==> src/rtl/tetris_pkg.sv <==
// Shared types and constants for the Tetris score path: FSM state,
// line-clear point values and the score width/ceiling.
package tetris_pkg;

  typedef enum logic {
    IDLE  = 1'b0,
    ACCUM = 1'b1
  } score_state_e;

  localparam int SCORE_W = 14;
  localparam int MAX_SCORE = 9999;

  localparam logic [SCORE_W-1:0] PTS_1 = 14'd40;
  localparam logic [SCORE_W-1:0] PTS_2 = 14'd100;
  localparam logic [SCORE_W-1:0] PTS_3 = 14'd300;
  localparam logic [SCORE_W-1:0] PTS_4 = 14'd1200;

  function automatic logic [SCORE_W-1:0] pts_of(input logic [2:0] n_lines);
    logic [SCORE_W-1:0] pts;
    case (n_lines)
      3'd1:    pts = PTS_1;
      3'd2:    pts = PTS_2;
      3'd3:    pts = PTS_3;
      3'd4:    pts = PTS_4;
      default: pts = 14'd0;
    endcase
    return pts;
  endfunction

endpackage

==> src/rtl/score_accumulator_sat_add14.sv <==
// Combinational 14-bit adder that clamps at a ceiling instead of wrapping.
module sat_add14
  import tetris_pkg::*;
#(
  parameter int MAX = MAX_SCORE
) (
  input  logic [SCORE_W-1:0] i_a,
  input  logic [SCORE_W-1:0] i_b,
  output logic [SCORE_W-1:0] o_sum
);

  logic [SCORE_W:0] w_sum15;

  assign w_sum15 = {1'b0, i_a} + {1'b0, i_b};
  assign o_sum   = (w_sum15 > 15'(MAX)) ? 14'(MAX) : w_sum15[SCORE_W-1:0];

endmodule

==> src/rtl/score_accumulator.sv <==
// Running score, line total and level for the score display. Line clears
// are multiplied by (level+1) through repeated saturating adds.
module score_accumulator
  import tetris_pkg::*;
#(
  parameter int MAX_SCORE_P     = MAX_SCORE,
  parameter int MAX_LINES       = 999,
  parameter int LINES_PER_LEVEL = 10,
  parameter int MAX_LEVEL       = 9
) (
  input  logic               CLK,
  input  logic               RST_N,
  input  logic               game_clr,
  input  logic               ev_valid,
  input  logic [2:0]         ev_lines,
  output logic               ev_ready,
  input  logic               drop_pulse,
  output logic [SCORE_W-1:0] count,
  output logic [3:0]         level,
  output logic [9:0]         lines_total,
  output logic               busy
);

  localparam logic [10:0] LINES_CAP = 11'(MAX_LINES);

  score_state_e       r_state;
  logic [SCORE_W-1:0] r_acc;
  logic [SCORE_W-1:0] r_base;
  logic [3:0]         r_mult_cnt;
  logic [SCORE_W-1:0] r_count;
  logic [3:0]         r_level;
  logic [9:0]         r_lines;
  logic [3:0]         r_pend;
  logic               r_busy;

  score_state_e       w_state_nxt;
  logic [SCORE_W-1:0] w_acc_nxt;
  logic [SCORE_W-1:0] w_base_nxt;
  logic [3:0]         w_mult_nxt;
  logic [SCORE_W-1:0] w_count_nxt;
  logic [3:0]         w_level_nxt;
  logic [9:0]         w_lines_nxt;
  logic [3:0]         w_pend_nxt;

  logic               w_legal;
  logic               w_accept;
  logic               w_drain;
  logic [SCORE_W-1:0] w_add_a;
  logic [SCORE_W-1:0] w_add_b;
  logic [SCORE_W-1:0] w_sum;
  logic [10:0]        w_lines_sum;
  logic [9:0]         w_lines_sat;

  function automatic logic [3:0] level_of(input logic [9:0] lines);
    logic [3:0] lvl;
    logic [9:0] thr;
    lvl = 4'd0;
    thr = 10'(LINES_PER_LEVEL);
    for (int k = 1; k <= MAX_LEVEL; k++) begin
      if (lines >= thr) lvl = 4'(k);
      else lvl = lvl;
      thr = thr + 10'(LINES_PER_LEVEL);
    end
    return lvl;
  endfunction

  assign w_legal     = (ev_lines != 3'd0) && (ev_lines <= 3'd4);
  assign w_accept    = (r_state == IDLE) && ev_valid && w_legal;
  assign w_drain     = (r_state == IDLE) && !w_accept && (r_pend != 4'd0);
  assign w_lines_sum = {1'b0, r_lines} + {8'd0, ev_lines};
  assign w_lines_sat = (w_lines_sum > LINES_CAP) ? LINES_CAP[9:0] : w_lines_sum[9:0];

  // The adder is shared: ACCUM adds the latched base, IDLE drains one drop point.
  assign w_add_a = (r_state == ACCUM) ? r_acc : r_count;
  assign w_add_b = (r_state == ACCUM) ? r_base : 14'd1;

  sat_add14 #(.MAX(MAX_SCORE_P)) u_add (
    .i_a   (w_add_a),
    .i_b   (w_add_b),
    .o_sum (w_sum)
  );

  // Next-state and datapath update for the accept / accumulate / drain flow.
  always_comb begin
    w_state_nxt = r_state;
    w_acc_nxt   = r_acc;
    w_base_nxt  = r_base;
    w_mult_nxt  = r_mult_cnt;
    w_count_nxt = r_count;
    w_level_nxt = r_level;
    w_lines_nxt = r_lines;
    case (r_state)
      IDLE: begin
        if (w_accept) begin
          w_base_nxt  = pts_of(ev_lines);
          w_mult_nxt  = r_level + 4'd1;
          w_acc_nxt   = r_count;
          w_lines_nxt = w_lines_sat;
          w_state_nxt = ACCUM;
        end else if (w_drain) begin
          w_count_nxt = w_sum;
        end else begin
          w_state_nxt = IDLE;
        end
      end
      ACCUM: begin
        w_acc_nxt  = w_sum;
        w_mult_nxt = r_mult_cnt - 4'd1;
        if (r_mult_cnt == 4'd1) begin
          w_count_nxt = w_sum;
          w_level_nxt = level_of(r_lines);
          w_state_nxt = IDLE;
        end else begin
          w_state_nxt = ACCUM;
        end
      end
      default: w_state_nxt = IDLE;
    endcase
  end

  // Pending soft-drop points; a pulse arriving on a drain edge cancels the decrement.
  always_comb begin
    w_pend_nxt = r_pend;
    if (w_drain) begin
      w_pend_nxt = drop_pulse ? r_pend : (r_pend - 4'd1);
    end else if (drop_pulse && (r_pend != 4'd15)) begin
      w_pend_nxt = r_pend + 4'd1;
    end else begin
      w_pend_nxt = r_pend;
    end
  end

  // State registers; new-game clear behaves like reset at lower priority.
  always_ff @(posedge CLK) begin
    if (!RST_N || game_clr) begin
      r_state    <= IDLE;
      r_acc      <= 14'd0;
      r_base     <= 14'd0;
      r_mult_cnt <= 4'd0;
      r_count    <= 14'd0;
      r_level    <= 4'd0;
      r_lines    <= 10'd0;
      r_pend     <= 4'd0;
      r_busy     <= 1'b0;
    end else begin
      r_state    <= w_state_nxt;
      r_acc      <= w_acc_nxt;
      r_base     <= w_base_nxt;
      r_mult_cnt <= w_mult_nxt;
      r_count    <= w_count_nxt;
      r_level    <= w_level_nxt;
      r_lines    <= w_lines_nxt;
      r_pend     <= w_pend_nxt;
      r_busy     <= (w_state_nxt == ACCUM);
    end
  end

  assign ev_ready    = (r_state == IDLE);
  assign count       = r_count;
  assign level       = r_level;
  assign lines_total = r_lines;
  assign busy        = r_busy;

endmodule

==> config.mk <==
export PLATFORM = sky130hd
export DESIGN_NAME = score_accumulator
export DESIGN_NICKNAME = d
export VERILOG_FILES = /design/src/rtl/tetris_pkg.sv /design/src/rtl/score_accumulator_sat_add14.sv /design/src/rtl/score_accumulator.sv
export SDC_FILE = /design/constraint.sdc
export NUM_CORES = 1
export LEC_CHECK = 0
export ABC_CLOCK_PERIOD_IN_PS = 5600
export CELL_PAD_IN_SITES_DETAIL_PLACEMENT = 0
export CELL_PAD_IN_SITES_GLOBAL_PLACEMENT = 1
export CORE_ASPECT_RATIO = 1.1
export CORE_MARGIN = 2
export CORE_UTILIZATION = 43
export CTS_CLUSTER_SIZE = 10
export DETAILED_ROUTE_END_ITERATION = 8
export GPL_ROUTABILITY_DRIVEN = 0
export PLACE_DENSITY_LB_ADDON = 0.2
export REMOVE_ABC_BUFFERS = 1
export SYNTH_ARGS = -nofsm -noshare
export SYNTH_HDL_FRONTEND = slang
export SYNTH_SLANG_ARGS = --single-unit
==> constraint.sdc <==
create_clock -name CLK -period 5.6 [get_ports CLK]
set_clock_uncertainty 0.15 [all_clocks]
set_input_delay 1.68 -clock CLK [delete_from_list [all_inputs] [get_ports CLK]]
set_output_delay 1.68 -clock CLK [all_outputs]
set_load 0.02 [all_outputs]
==> results of run 1 <==
routing by layer:
metal	vias to the layer above	wire [um]
met1	1725	4930
met4	0	221
met3	20	369
li1	1848	-
met2	73	5080
met5	-	0
final cells by class:
cell class / instances / area share, %
Multi-Input combinational cell: 384 / 56.3
Sequential cell: 57 / 25.2
Clock buffer: 14 / 3.82
Tap cell: 114 / 3.15
Inverter: 14 / 1.16
Clock inverter: 2 / 0.774
Timing Repair Buffer: 45 / 9.51
registers in the layout, indices dropped and copies added (netlist names):
signal / flops
count: 14
r_acc: 14
lines_total: 10
r_base: 6
level: 4
r_mult_cnt: 4
r_pend: 4
busy: 1
path summary, 6_finish.rpt:
check             slack (ps)  cells past startpoint         from   endpoint
setup / recovery        1060                     13  ev_lines[0]  r_pend[3]
hold / removal           300                      2    r_base[5]  r_base[5]
setup reg to reg        1410                      9         busy   r_acc[2]
hold reg to reg          300                      2    r_base[5]  r_base[5]
power by group through the flow:
stage | combinational, mW | clock, mW | sequential, mW
finish | 0.158 | 0.412 | 0.435
global route | 0.176 | 0.431 | 0.437
CTS | 0.157 | 0.417 | 0.434
floorplan | 0.0939 | 0 | 0.446
global placement | 0.154 | 0 | 0.443
detailed placement | 0.155 | 0 | 0.443
synth_stat cells, types with 3 or more instances:
| master | number |
|---|---|
| a211oi_1 | 8 |
| a21o_1 | 11 |
| a21oi_1 | 32 |
| a221oi_1 | 3 |
| a31oi_1 | 12 |
| a32o_1 | 3 |
| and2_1 | 12 |
| and3_1 | 5 |
| buf_2 | 4 |
| buf_4 | 3 |
| clkbuf_1 | 21 |
| dfxtp_1 | 57 |
| ha_1 | 16 |
| inv_1 | 14 |
| mux2_2 | 19 |
| mux2i_1 | 6 |
| nand2_1 | 43 |
| nand2b_1 | 7 |
| nand3_1 | 13 |
| nand4_1 | 3 |
| nor2_1 | 38 |
| nor2b_1 | 7 |
| nor3_1 | 10 |
| nor3b_1 | 3 |
| nor4_1 | 9 |
| o211ai_1 | 7 |
| o21ai_0 | 43 |
| o221a_2 | 3 |
| o221ai_1 | 3 |
| o31ai_1 | 3 |
| or3_1 | 6 |
| or4_1 | 6 |
| xnor2_1 | 11 |
| xor2_1 | 7 |
metrics by stage:
step	area (um2)	total power, mW
after CTS	4530	1.01
after global routing	4530	1.04
after floorplan	3730	0.540
after global placement	4320	0.597
final	4530	1.00
after detailed placement	4320	0.598
kinds of logic after synthesis:
logic type | after synthesis
and+or+nand+nor | 170
AOI/OAI and AO/OA | 153
DFF | 57
buffers and inverters | 44
muxes | 25
xor gates and xnor gates | 18
adders and majority gates | 18
critical path, cell delays in order:
cell	delay, ps
clkdlybuf4s50_1	500
nor2_1	200
ha_1	260
nor2b_2	180
nor2_1	120
o21ai_0	270
inv_1	210
ha_1	340
a21o_1	180
a21oi_1	170
xnor2_1	90
or3_1	320
a21oi_1	130
==> run metrics, run 1 <==
IO Port Bufs=37; post-synth cell types=62; complex-gate fraction of the synthesized area=approximately a quarter; Detailed Routing Iterations Pass 1=5; endpoint class of the critical path=flop; CTS tree=done; Max Slew Vio Count=0; via count=roughly 3700; Syn Area/Cell=between 7 and 8 um2; Yosys reg bits=57; initial antenna violation count=0; Antenna Nets Post-Route=0; post_cts resized=0; post-synth top area cell=dfxtp_1; CP Max Fanout=5; number of max-cap violations=0; DIE AREA=between 9000 and 10000 um2; layout cell share with drive strength beyond 1=between 10% and 20%; residual DRC count=0; WP data arrival=~4700 ps; Global Route met3 Usage=approximately 3.3%; area of the multi-input gates=2550 um2; Final Non-Filler Cells=630; clock network fraction of total power=41.0%; commonest non-fill, non-tap cell in the layout=dfxtp_1; Seq pwr share=a little over two fifths; Post-synth EDFFs=0; total grt overflow=0; status=finished clean; Post-Synthesis Cells=slightly below 500; Final period util=81.1%; CTS Buffer Depth=2; gr usage total=22.6%; dominant cells by area after synthesis=dfxtp_1 30%, o21ai_0 5.6%, mux2_2 5.5%; P per Cell Area=around 220 nW/um2; met1 global-route usage=28.8%; die width=about 94 um; Crit Path Class=input port to flop; post-detailed-route wirelength per cell=about 17 um; largest net degree at the start of global routing=33; synthesized cell area=approximately 3900 um2; Top FF cell, synth=dfxtp_1; Finished Core Util=~52%; GR peak layer=met2; most frequent cells in the layout=56 x dfxtp_1, 43 x o21ai_0, 43 x nand2_1, 38 x nor2_1, 37 x clkdlybuf4s50_1; Storage cell area=between 1000 and 1500 um2; asr flop ratio synth=0%; combinational family with the most area after synthesis=compound AO/OA/AOI/OAI gates; postcts setup bufs=0; Via density=around 5.8; Net count, final=between 500 and 600; HPWL Detailed=about 7300 um; first-pass GRT wire length=approximately 17000 um; diodes inserted=0; Layout fillers=roughly 870; post-synthesis mux area share=under 10%; Placeable Area=around 8800 um2; Std-Cell Rows=36; Post-Route WL=10600 um; IO Count=38; Initial Util=between 40 and 50%; yosys warns=0; Initial DRC Count=199; final hold slack=302 ps; vias in the first global route=about 3500; clock latency on the worst-skew pair=~350 ps; Hold WC Path Type=flop to flop; CTS Buf Count=9; Place WS=746 ps; H-tree Lvls=3; Worst Tran Pin Value=between 900 and 1000 ps; register area share after synthesis=approximately 30%; Root Driver=clkbuf_8; RSZ-0062 raised after global routing=no; Worst Path Required=5720 ps; Peak VDD IR=approximately 0.10 mV; M2 GR Usage=between 30% and 40%; Sw Share=28.0%; XOR/XNOR Fraction of Synth Area=4.08%; slew margin rel.=32.5%; final setup margin=roughly 1100 ps; element type at the critical path start=input port; Setup Viol. Count Final=0; share of Yosys cell area claimed by the top area cell type=29.5%; internal power=approximately 0.72 mW; min cycle time layout=approximately 4500 ps; Max Clock Freq=about 220 MHz; Placed Instances=~600; CTS sink count=between 50 and 60; share of power burned in combinational logic=between 10% and 20%; Final Hold Vio Count=0; setup TNS=0 ps; Synth Area in Adders=6.21%; clock slew at reported path FFs=roughly 70 ps; # hold bufs at CTS=0; Pleak=between 1.5 and 2 nW; NetSw=around 0.28 mW; Die Y=roughly 100 um; Simple-Gate Fraction of Synth Area=around 22%; Synth-to-Final Area Change=17.0%
(Power assumes the default switching activity.)
==> run 2, diff against run 1 <==
- ABC_CLOCK_PERIOD_IN_PS: 5600 -> 4490
- clock period: 5.6 -> 4.49 ns (I/O delays scaled with it)
==> run metrics, run 2 (same netlist as run 1, synthesis figures left out) <==
IO Port Bufs=37 (unchanged); setup TNS=0 ps (unchanged); hold path start=r_base[8]; Root Driver=clkbuf_8; number of max-cap violations=0 (unchanged); Hold WC Path Type=flop to flop; element type at the critical path start=flop; total grt overflow=0 (unchanged); WP data arrival=4020 ps (-640 ps); P per Cell Area=278 nW/um2 (+25%); via count=3731 (+1.8%); Via density=5.86 (+0.65%); Max Clock Freq=254 MHz; layout cell share with drive strength beyond 1=11.9% (+1.0 points); post_cts resized=0 (unchanged); Worst Tran Pin Value=707 ps (-291 ps); CTS Buffer Depth=2 (unchanged); RSZ-0062 raised after global routing=no; Layout fillers=839 (-3.3%); vias in the first global route=3513 (+1.5%); final hold slack=303 ps (+0.582 ps); CTS Buf Count=9 (unchanged); Final period util=87.7%; min cycle time layout=3940 ps; initial antenna violation count=0 (unchanged); final std cell area, no fill=4570 um2 (+1.1%); Worst Path Required=4570 ps (-1150 ps); postcts setup bufs=0 (unchanged); post-detailed-route wirelength per cell=16.1 um (-4.1%); gr usage total=22.1% (-0.48 points); Worst R2R Start=busy; setup slack, reg-to-reg=550 ps (-860 ps); Crit Path Class=flop to flop; Placeable Area=8780 um2 (unchanged); H-tree Lvls=3 (unchanged); Peak VDD IR=0.138 mV (+32%); Initial Util=44.0% (unchanged); Detailed Routing Iterations Pass 1=4 (-1); Max Slew Vio Count=0 (unchanged); DIE AREA=9770 um2 (unchanged); residual DRC count=0 (unchanged); die width=94.4 um (unchanged); clock latency on the worst-skew pair=340 ps (about the same); Net count, final=544 (+1.3%); Pleak=1.69 nW (+1.6%); Antenna Nets Post-Route=0 (unchanged); CP startpoint=busy; largest net degree at the start of global routing=32 (-3.0%); Setup Viol. Count Final=0 (unchanged); Placed Area=4360 um2 (+1.0%); IO Count=38 (unchanged); Post-Route WL=10300 um (-3.0%); diodes inserted=0 (unchanged); clock slew at reported path FFs=80 ps (about the same); # hold bufs at CTS=0 (unchanged); Initial DRC Count=174 (-13%); commonest non-fill, non-tap cell in the layout=dfxtp_1; Final Hold Vio Count=0 (unchanged); Synth-to-Final Area Change=18.3%; status=finished clean; CP Max Fanout=21 (+16); Std-Cell Rows=36 (unchanged); endpoint class of the critical path=flop; CTS tree=done; most frequent cells in the layout=56 x dfxtp_1, 43 x o21ai_0, 43 x nand2_1, 38 x nor2_1, 37 x clkdlybuf4s50_1; HPWL Detailed=7420 um (+0.94%); slew margin rel.=52.4% (+20 points); Die Y=103 um (unchanged); first-pass GRT wire length=17100 um (-1.0%); CTS sink count=57 (unchanged)
run 2: final timing paths:
path | endpoint | depth (start not counted)
worst max-delay path | count[4] | 9
worst min-delay path | r_base[8] | 2
worst max register to register | count[4] | 9
worst min register to register | r_base[8] | 2
run 2: stage by stage:
step / utilization (%) / instances / power [mW] / setup WS (ps)
after global routing: 52.1 / 637 / 1.33 / 311
after CTS: 52.1 / 637 / 1.28 / 543
after global placement: 49.7 / 621 / 0.750 / 292
final: 52.1 / 637 / 1.27 / 551
after detailed placement: 49.7 / 621 / 0.752 / 202
after floorplan: - / 455 / 0.674 / -154
run 2: report_power, final:
| part | leakage (nW) | total [mW] | internal, mW | switching (mW) |
|---|---|---|---|---|
| Combinational | 1.13 | 0.200 | 0.0851 | 0.115 |
| Clock | 0.0995 | 0.530 | 0.312 | 0.218 |
| Sequential | 0.462 | 0.540 | 0.521 | 0.0195 |
run 2: critical path, cell delays in order, from the launching register on:
cell and delay (ps):
dfxtp_2 590, mux2_2 390, ha_1 370, a21o_1 220
a211oi_2 410, o311a_1 330, nor2_1 80, xor2_1 210
or4_1 760, a31o_2 320
run 2: layout make-up:
class                      instances  area [um2]  share of cell area [%]
timing repair buffer              52         483                    10.6
clock inverter                     5        80.1                    1.75
clock buffer                      11         131                    2.87
tap                              114         143                    3.12
multi-input combinational        384        2540                    55.6
inverter                          14        52.6                    1.15
sequential                        57        1140                    25.0
run 2: metal layers:
layer	track usage, %	up-vias	share of wire, %
met5	0	-	0
met1	29.4	1753	47
li1	-	1870	-
met3	2.25	13	4.0
met4	7.58	0	1.3
met2	37.7	95	47
==> run 3, diff against run 2 <==
- CORE_UTILIZATION: 43 -> 25
==> run metrics, run 3 (same netlist as run 1, synthesis figures left out) <==
Hold WC Path Type=flop to flop; Detailed Routing Iterations Pass 1=4 (unchanged); Antenna Nets Post-Route=0 (unchanged); P per Cell Area=303 nW/um2 (+9.0%); Cells on Worst Hold Path=2 (unchanged); RSZ-0062 raised after global routing=no; Synth-to-Final Area Change=23.2%; Max Clock Freq=249 MHz (-1.9%); Sw Share=27.1% (-0.62 points); Seq pwr share=37.5% (-5.0 points); Via density=5.18 (-11%); gr usage total=15.2% (-6.9 points); Net count, final=545 (+0.18%); largest net degree at the start of global routing=34 (+6.3%); WP data arrival=4100 ps (+80 ps); diodes inserted=0 (unchanged); element type at the critical path start=flop; IO Count=38 (unchanged); Crit path largest cell delay=770 ps (about the same); CTS Buffer Depth=2 (unchanged); IO Port Bufs=37 (unchanged); final setup margin=475 ps (-76.1 ps); Root Driver=clkbuf_16; Worst path most repeated cell=o21ai_0; area of the multi-input gates=2540 um2 (unchanged); CTS Buf Count=9 (unchanged); clock latency on the worst-skew pair=340 ps (about the same); slew margin rel.=28.1% (-24 points); DIE AREA=16500 um2 (+69%); Placed Instances=704 (+13%); Placed Area=4470 um2 (+2.5%); Worst Tran Pin Value=1060 ps (+356 ps); Initial DRC Count=195 (+12%); residual DRC count=0 (unchanged); status=finished clean; Layout fillers=1604 (+91%); Final Hold Vio Count=0 (unchanged); Crit Path Class=flop to flop; Initial Util=25.6% (-18 points); initial antenna violation count=0 (unchanged); postcts setup bufs=0 (unchanged); via count=3733 (+0.054%); commonest non-fill, non-tap cell in the layout=dfxtp_1; post-detailed-route wirelength per cell=16.8 um (+4.2%); Final Non-Filler Cells=720 (+13%); number of max-cap violations=0 (unchanged); NetSw=0.391 mW (+11%); Worst Path Required=4570 ps (about the same); worst-path cell chain=buf_4 > mux2_2 > ha_1 > and3_1 > a32oi_1 > o21ai_0 > o21ai_0 > o311ai_0 > or4_1 > a31o_2; Place WS=148 ps (-54.4 ps); final std cell area, no fill=4760 um2 (+4.1%); Pleak=1.74 nW (+2.9%); HPWL Detailed=8720 um (+18%); vias in the first global route=3597 (+2.4%); final hold slack=299 ps (-3.48 ps); clock network fraction of total power=48.0% (+6.3 points); most frequent cells in the layout=56 x dfxtp_1, 43 x o21ai_0, 43 x nand2_1, 38 x nor2_1, 37 x clkdlybuf4s50_1; cell at the slowest stage of the critical path=or4_1; layout cell share with drive strength beyond 1=11.8% (-0.023 points); endpoint class of the critical path=flop; r2r worst-path depth=10 (+1); Placeable Area=15100 um2 (+72%); # hold bufs at CTS=0 (unchanged); clock slew at reported path FFs=50 ps (-30 ps); post_cts resized=0 (unchanged); H-tree Lvls=3 (unchanged); Final period util=89.4% (+1.7 points); Max Slew Vio Count=0 (unchanged); Die Y=134 um (+30%); Peak VDD IR=0.159 mV (+15%); first-pass GRT wire length=19200 um (+13%); share of power burned in combinational logic=14.5% (-1.3 points); CP Max Fanout=18 (-14%); internal power=1.05 mW (+14%); Storage cell area=1140 um2 (unchanged); min cycle time layout=4020 ps (+76.1 ps); Std-Cell Rows=47 (+31%); CTS sink count=57 (unchanged); CTS tree=done; Setup Viol. Count Final=0 (unchanged); total grt overflow=0 (unchanged); die width=123 um (+30%); Post-Route WL=12100 um (+18%)
## run 3: cell count changes in the layout (fill, tap and decap cells not counted)
cell        previous run  this run
clkbuf_16              0         9
clkbuf_1               2         3
bufinv_16              2         1
clkinv_2               1         2
clkinvlp_4             2         0
buf_4                 15        16
clkbuf_8               9         1
## run 3: final timing paths
check                               start        end  slack [ps]
worst max-delay path                 busy   count[4]         470
worst max register to register       busy   count[4]         470
worst min register to register  r_base[5]  r_base[5]         300
worst min-delay path            r_base[5]  r_base[5]         300
## run 3: area by class of cell
type	instances	share of cell area [%]
Inverter	14	1.10
Multi-Input combinational cell	384	53.4
Tap cell	196	5.15
Clock buffer	13	5.25
Sequential cell	57	24.0
Timing Repair Buffer	53	10.3
Clock inverter	3	0.841
## run 3: power groups by stage
stage	combinational (mW)	clock, mW	sequential [mW]
after global placement	0.209	0	0.551
after global routing	0.234	0.734	0.543
after floorplan	0.117	0	0.557
after CTS	0.212	0.712	0.540
final	0.210	0.692	0.540
after detailed placement	0.211	0	0.551
## run 3: worst max-delay path, delay by kind of cell (launching register included)
kind                       cells  cell delay (ps)
AOI/OAI and AO/OA              5             1290
adders and majority gates      1              350
buffers and inverters          1              280
DFF                            1              480
muxes                          1              360
and+or+nand+nor                2              990
## run 3: per-layer routing
layer	global-route usage, %	vias to the layer above	wire length, um
li1	-	1869	-
met1	18.8	1785	5550
met2	25.1	63	5880
met3	3.25	16	412
met4	7.02	0	266
met5	0	-	0
## run 3: metrics by stage
stage	TNS, ps	utilization (%)	total power [mW]
2_1_floorplan	-154	-	0.674
3_3_place_gp	0	29.6	0.760
3_5_place_dp	0	29.6	0.761
4_1_cts	0	31.5	1.46
5_1_grt	0	31.5	1.51
6_report	0	31.5	1.44
==> RTL edit 1, RTL diff (settings of run 2) <==
The parameter `MAX_LEVEL` goes from 9 to 18.
--- a/src/rtl/score_accumulator.sv
+++ b/src/rtl/score_accumulator.sv
@@ -7,5 +7,5 @@
   parameter int MAX_LINES       = 999,
   parameter int LINES_PER_LEVEL = 10,
-  parameter int MAX_LEVEL       = 9
+  parameter int MAX_LEVEL       = 18
 ) (
   input  logic               CLK,
Check against the original RTL: no difference found for any inputs over 4 cycles, from zero or initial values; that may be too few to reach the edited logic, so the function may still have changed.
==> RTL edit 1 against run 2 <==
Count of clock-buffer cells in the layout up 2. Critical path depth up 3. Total power down 5.6%. Synthesized cell count up 9.1%. Sequential cell count unchanged. Worst setup slack worse by 0.091 ns. Sequential power down 0.7%. Synthesized area up 6.7%. Final area up 5.0%. Maximum frequency down 2.3%. Sequential share of layout area down 1.2 points. Routed wire length up 8.1%. First-iteration DRC count down 15%. Critical endpoint is now lines_total[8]$_SDFFE_PP0P_.
==> RTL edit 1: results (changes against run 2) <==
Run status
  – Status: complete, no violations

Die
  – Well Taps: 117 (+2.6%)

Layout
  – Non-filler cells, final: 682 (+7.1%)
  – # nets final: 588 (+8.1%)
  – Register share of the cell area: 23.8% (-1.2 points)
  – Non-clk invs: 17 (+3)
  – ClkCell Share: 3.93% (-0.69 points)
  – Layout cells sized above 1: 9.91% (-1.9 points)

Critical path
  – Crit path largest cell delay: 0.56 ns (-0.20 ns)
  – Crit path max fanout: 8 (-62%)
  – Critical path's top delay family: buffers and inverters
  – R2R setup slack: 0.78 ns (+0.23 ns)
  – WP data arrival: 4.15 ns (+0.13 ns)

Routing
  – Via count: 3977 (+6.6%)
  – Met1 WL: 5210 um (+7.2%)
  – Metal3 WL: 392 um (-4.2%)
  – Routed met2 length: 5330 um (+9.4%)

CTS
  – Clock Pin Slew Worst Setup and Hold Paths: 0.06 ns (-0.02 ns)

Synthesis
  – Seq/Total Area, Yosys: 27.7% (-1.8 points)
  – Top cells by area, synth: dfxtp_1 28%, ha_1 5.5%, nor2_1 5.2%

Global routing
  – Global routing usage on met1: 28.8% (-0.63 points)
  – Overall Global Routing Usage: 21.5% (-0.62 points)
  – Maximum number of pins on one net before global-route repair: 35 (+9.4%)
  – Met3 Track Usage GR: 2.41% (+0.17 points)

Placement
  – Setup WS pre-CTS: 0.172 ns (-0.0307 ns)
  – Placed Cells: 666 (+7.2%)

Power
  – Maximum vdd drop: 0.000159 V (+15%)

STA
  – Worst-margin pin slew: 0.786 ns (+0.0784 ns)
==> RTL edit 1: cell count changes after synthesis, moves of 4 or more <==
cell and delta:
nor2b_1 +5, a31oi_1 +10, nand2_1 +5, or4_1 -6, a21o_1 -6, o21ai_0 -8, o21bai_1 +4, and2_1 -6
a21oi_1 +7, o31ai_1 +6, mux2_2 -7, nor2_1 +19
==> RTL edit 1: power breakdown <==
group          internal (mW)  leakage, nW  switching (mW)
Clock                  0.271       0.0974           0.214
Combinational         0.0716         1.23           0.108
Sequential             0.519        0.461          0.0165
Total                  0.861         1.79           0.338
==> RTL edit 1: cells by family after synthesis <==
| family | count (synthesis) | synth area share [%] |
|---|---|---|
| AND/OR/NAND/NOR | 190 | 22.5 |
| AO/OA/AOI/OAI | 177 | 29.6 |
| flip-flops | 57 | 27.7 |
| buffers and inverters | 46 | 4.46 |
| multiplexers | 20 | 5.31 |
| adder cells (fa/ha/maj) | 20 | 6.43 |
| XOR/XNOR | 19 | 4.03 |
==> RTL edit 2, RTL diff (settings of run 2) <==
Without the edit above. Register the output `level` once more, without a reset; this adds one clock of latency there. The other outputs are not delayed to match.
--- a/src/rtl/score_accumulator.sv
+++ b/src/rtl/score_accumulator.sv
@@ -158,5 +158,7 @@
   assign ev_ready    = (r_state == IDLE);
   assign count       = r_count;
-  assign level       = r_level;
+  always_ff @(posedge CLK) begin
+    level <= r_level;
+  end
   assign lines_total = r_lines;
   assign busy        = r_busy;
Formal check against the unedited RTL: not equivalent (Yosys sat finds a counterexample within 10 cycles, from zero or initial values).
==> RTL edit 2 against run 2 <==
Core utilization rose by 0.15 points. Sequential share of layout area up 1.8 points. Total power up 8.7%. Register-to-register slack better by 0.35 ns. Via count down 5.9%. Sequential power grew 7.0%. Die area fell by 1.1%. Sequential cell count grew 4. Routed wire length down 6.4%. Synthesized area shrank 1.1%. Maximum frequency grew 0.55%. Worst setup slack better by 0.021 ns. Final area shrank 0.22%.
==> RTL edit 2: results (changes against run 2) <==
Synthesis
  – Top cells by area, synth: dfxtp_1 32%, ha_1 5.2%, a21oi_1 5.1%
  – Synth warn: 0 (unchanged)
  – Seq/Total Area, Yosys: 31.9% (+2.4 points)
  – Ys flop type: dfxtp_1
  – Mapped Cells: 470 (-3.1%)
  – Synth top cells by count: 61 x dfxtp_1, 50 x nor2_1, 43 x nand2_1, 39 x a21oi_1, 34 x o21ai_0
  – Synth unique cells: 68 (+9.7%)
  – Asr flop ratio synth: 0% (unchanged)

Placement
  – Hpwl dp: 6800 um (-8.4%)
  – Setup WS pre-CTS: 0.214 ns (+0.0113 ns)
  – Placed Cells: 608 (-2.1%)
  – Port bufs: 37 (unchanged)
  – Cell Area, Placed: 4320 um^2 (-0.98%)

CTS
  – CTS resizes: 0 (unchanged)
  – Root Driver: clkbuf_8
  – CTS Buf Count: 9 (unchanged)
  – Clock buffer depth: 2 (unchanged)
  – Post-CTS Setup Bufs: 0 (unchanged)
  – Clock Pin Slew Worst Setup and Hold Paths: 0.07 ns
  – H-tree depth: 3 (unchanged)
  – Clk_lat worst skew: 0.34 ns (about the same)

Critical path
  – R2R setup slack: 0.90 ns (+0.35 ns)
  – CP max-delay cell: clkdlybuf4s50_1
  – Crit path max fanout: 6 (-71%)
  – Crit path largest cell delay: 0.55 ns (-0.21 ns)
  – WP data arrival: 4.05 ns (+0.03 ns)

Layout
  – # nets final: 531 (-2.4%)
  – Antenna diodes: 0 (unchanged)
  – Non-filler cells, final: 624 (-2.0%)
  – Layout cells sized above 1: 11.8% (-0.090 points)

STA
  – Rel. slew slack: 46.7% (-5.7 points)
  – Hold Slack: 0.244 ns (-0.0589 ns)
  – Achievable Freq: 255 MHz (+0.55%)

Global routing
  – First-pass GRT wire length: 15900 um (-7.1%)
  – Vias in the first global route: 3256 (-7.3%)
  – Overall Global Routing Usage: 21.0% (-1.1 points)
  – Initial antenna violation count: 0 (unchanged)
  – Maximum number of pins on one net before global-route repair: 34 (+6.3%)

Run status
  – Status: complete, no violations

Routing
  – Per-cell routed wire length: 15.4 um (-4.4%)
  – Via count: 3512 (-5.9%)
  – DR pass1 iterations: 5 (+1)
  – Initial detailed-routing violation count: 77 (-56%)

Hold path
  – Worst hold path class: reg2reg

Power
  – Maximum vdd drop: 0.000222 V (+61%)
  – Leak: 1.70 nW (+0.57%)
  – Sw Ratio: 26.6% (-1.2 points)
## RTL edit 2: area by class of cell
class	count	area [um^2]
Fill cell	859	4170
Clock inverter	3	65.1
Multi-Input combinational cell	376	2470
Clock buffer	13	179
Timing Repair Buffer	48	453
Inverter	9	33.8
Tap cell	114	143
Sequential cell	61	1220
## RTL edit 2: layer usage
layer / global-route usage [%] / part of all wire [%] / routed length [um]
met4: 7.13 / 1.1 / 109
met5: 0 / 0 / 0
met1: 27.2 / 47 / 4520
met2: 34.7 / 49 / 4710
met3: 4.53 / 3.0 / 284
## RTL edit 2: final timing paths
check	cells after the start	startpoint	end
setup / recovery	13	ev_lines[1]	r_pend[3]$_SDFFE_PP0P_
hold / removal	0	r_level[3]$_SDFFE_PP0P_	level[3]$_DFF_P_
hold reg to reg	0	r_level[3]$_SDFFE_PP0P_	level[3]$_DFF_P_
setup reg to reg	10	busy$_SDFF_PP0_	r_acc[4]$_SDFFE_PP0P_
## RTL edit 2: logic make-up after synthesis
logic type                 count (synthesis)  synth area share, %
buffers and inverters                     33                 3.53
muxes                                     17                 4.94
DFF                                       61                 31.9
xor gates and xnor gates                  24                 5.50
and+or+nand+nor                          169                 21.8
adders and majority gates                 18                 6.28
AOI/OAI and AO/OA                        148                 26.1
## RTL edit 2: power by group through the flow
stage | logic [mW] | registers (mW) | clock network, mW
finish | 0.207 | 0.578 | 0.596
global placement | 0.206 | 0.590 | 0
detailed placement | 0.209 | 0.590 | 0
floorplan | 0.125 | 0.595 | 0
global route | 0.232 | 0.580 | 0.637
CTS | 0.210 | 0.578 | 0.608
## RTL edit 2: critical path, delay by kind of cell
| family | cells | cell delay (ns) |
|---|---|---|
| AND/OR/NAND/NOR | 4 | 0.77 |
| XOR/XNOR | 1 | 0.09 |
| buffers and inverters | 2 | 0.67 |
| adder cells (fa/ha/maj) | 2 | 0.53 |
| AO/OA/AOI/OAI | 4 | 0.62 |
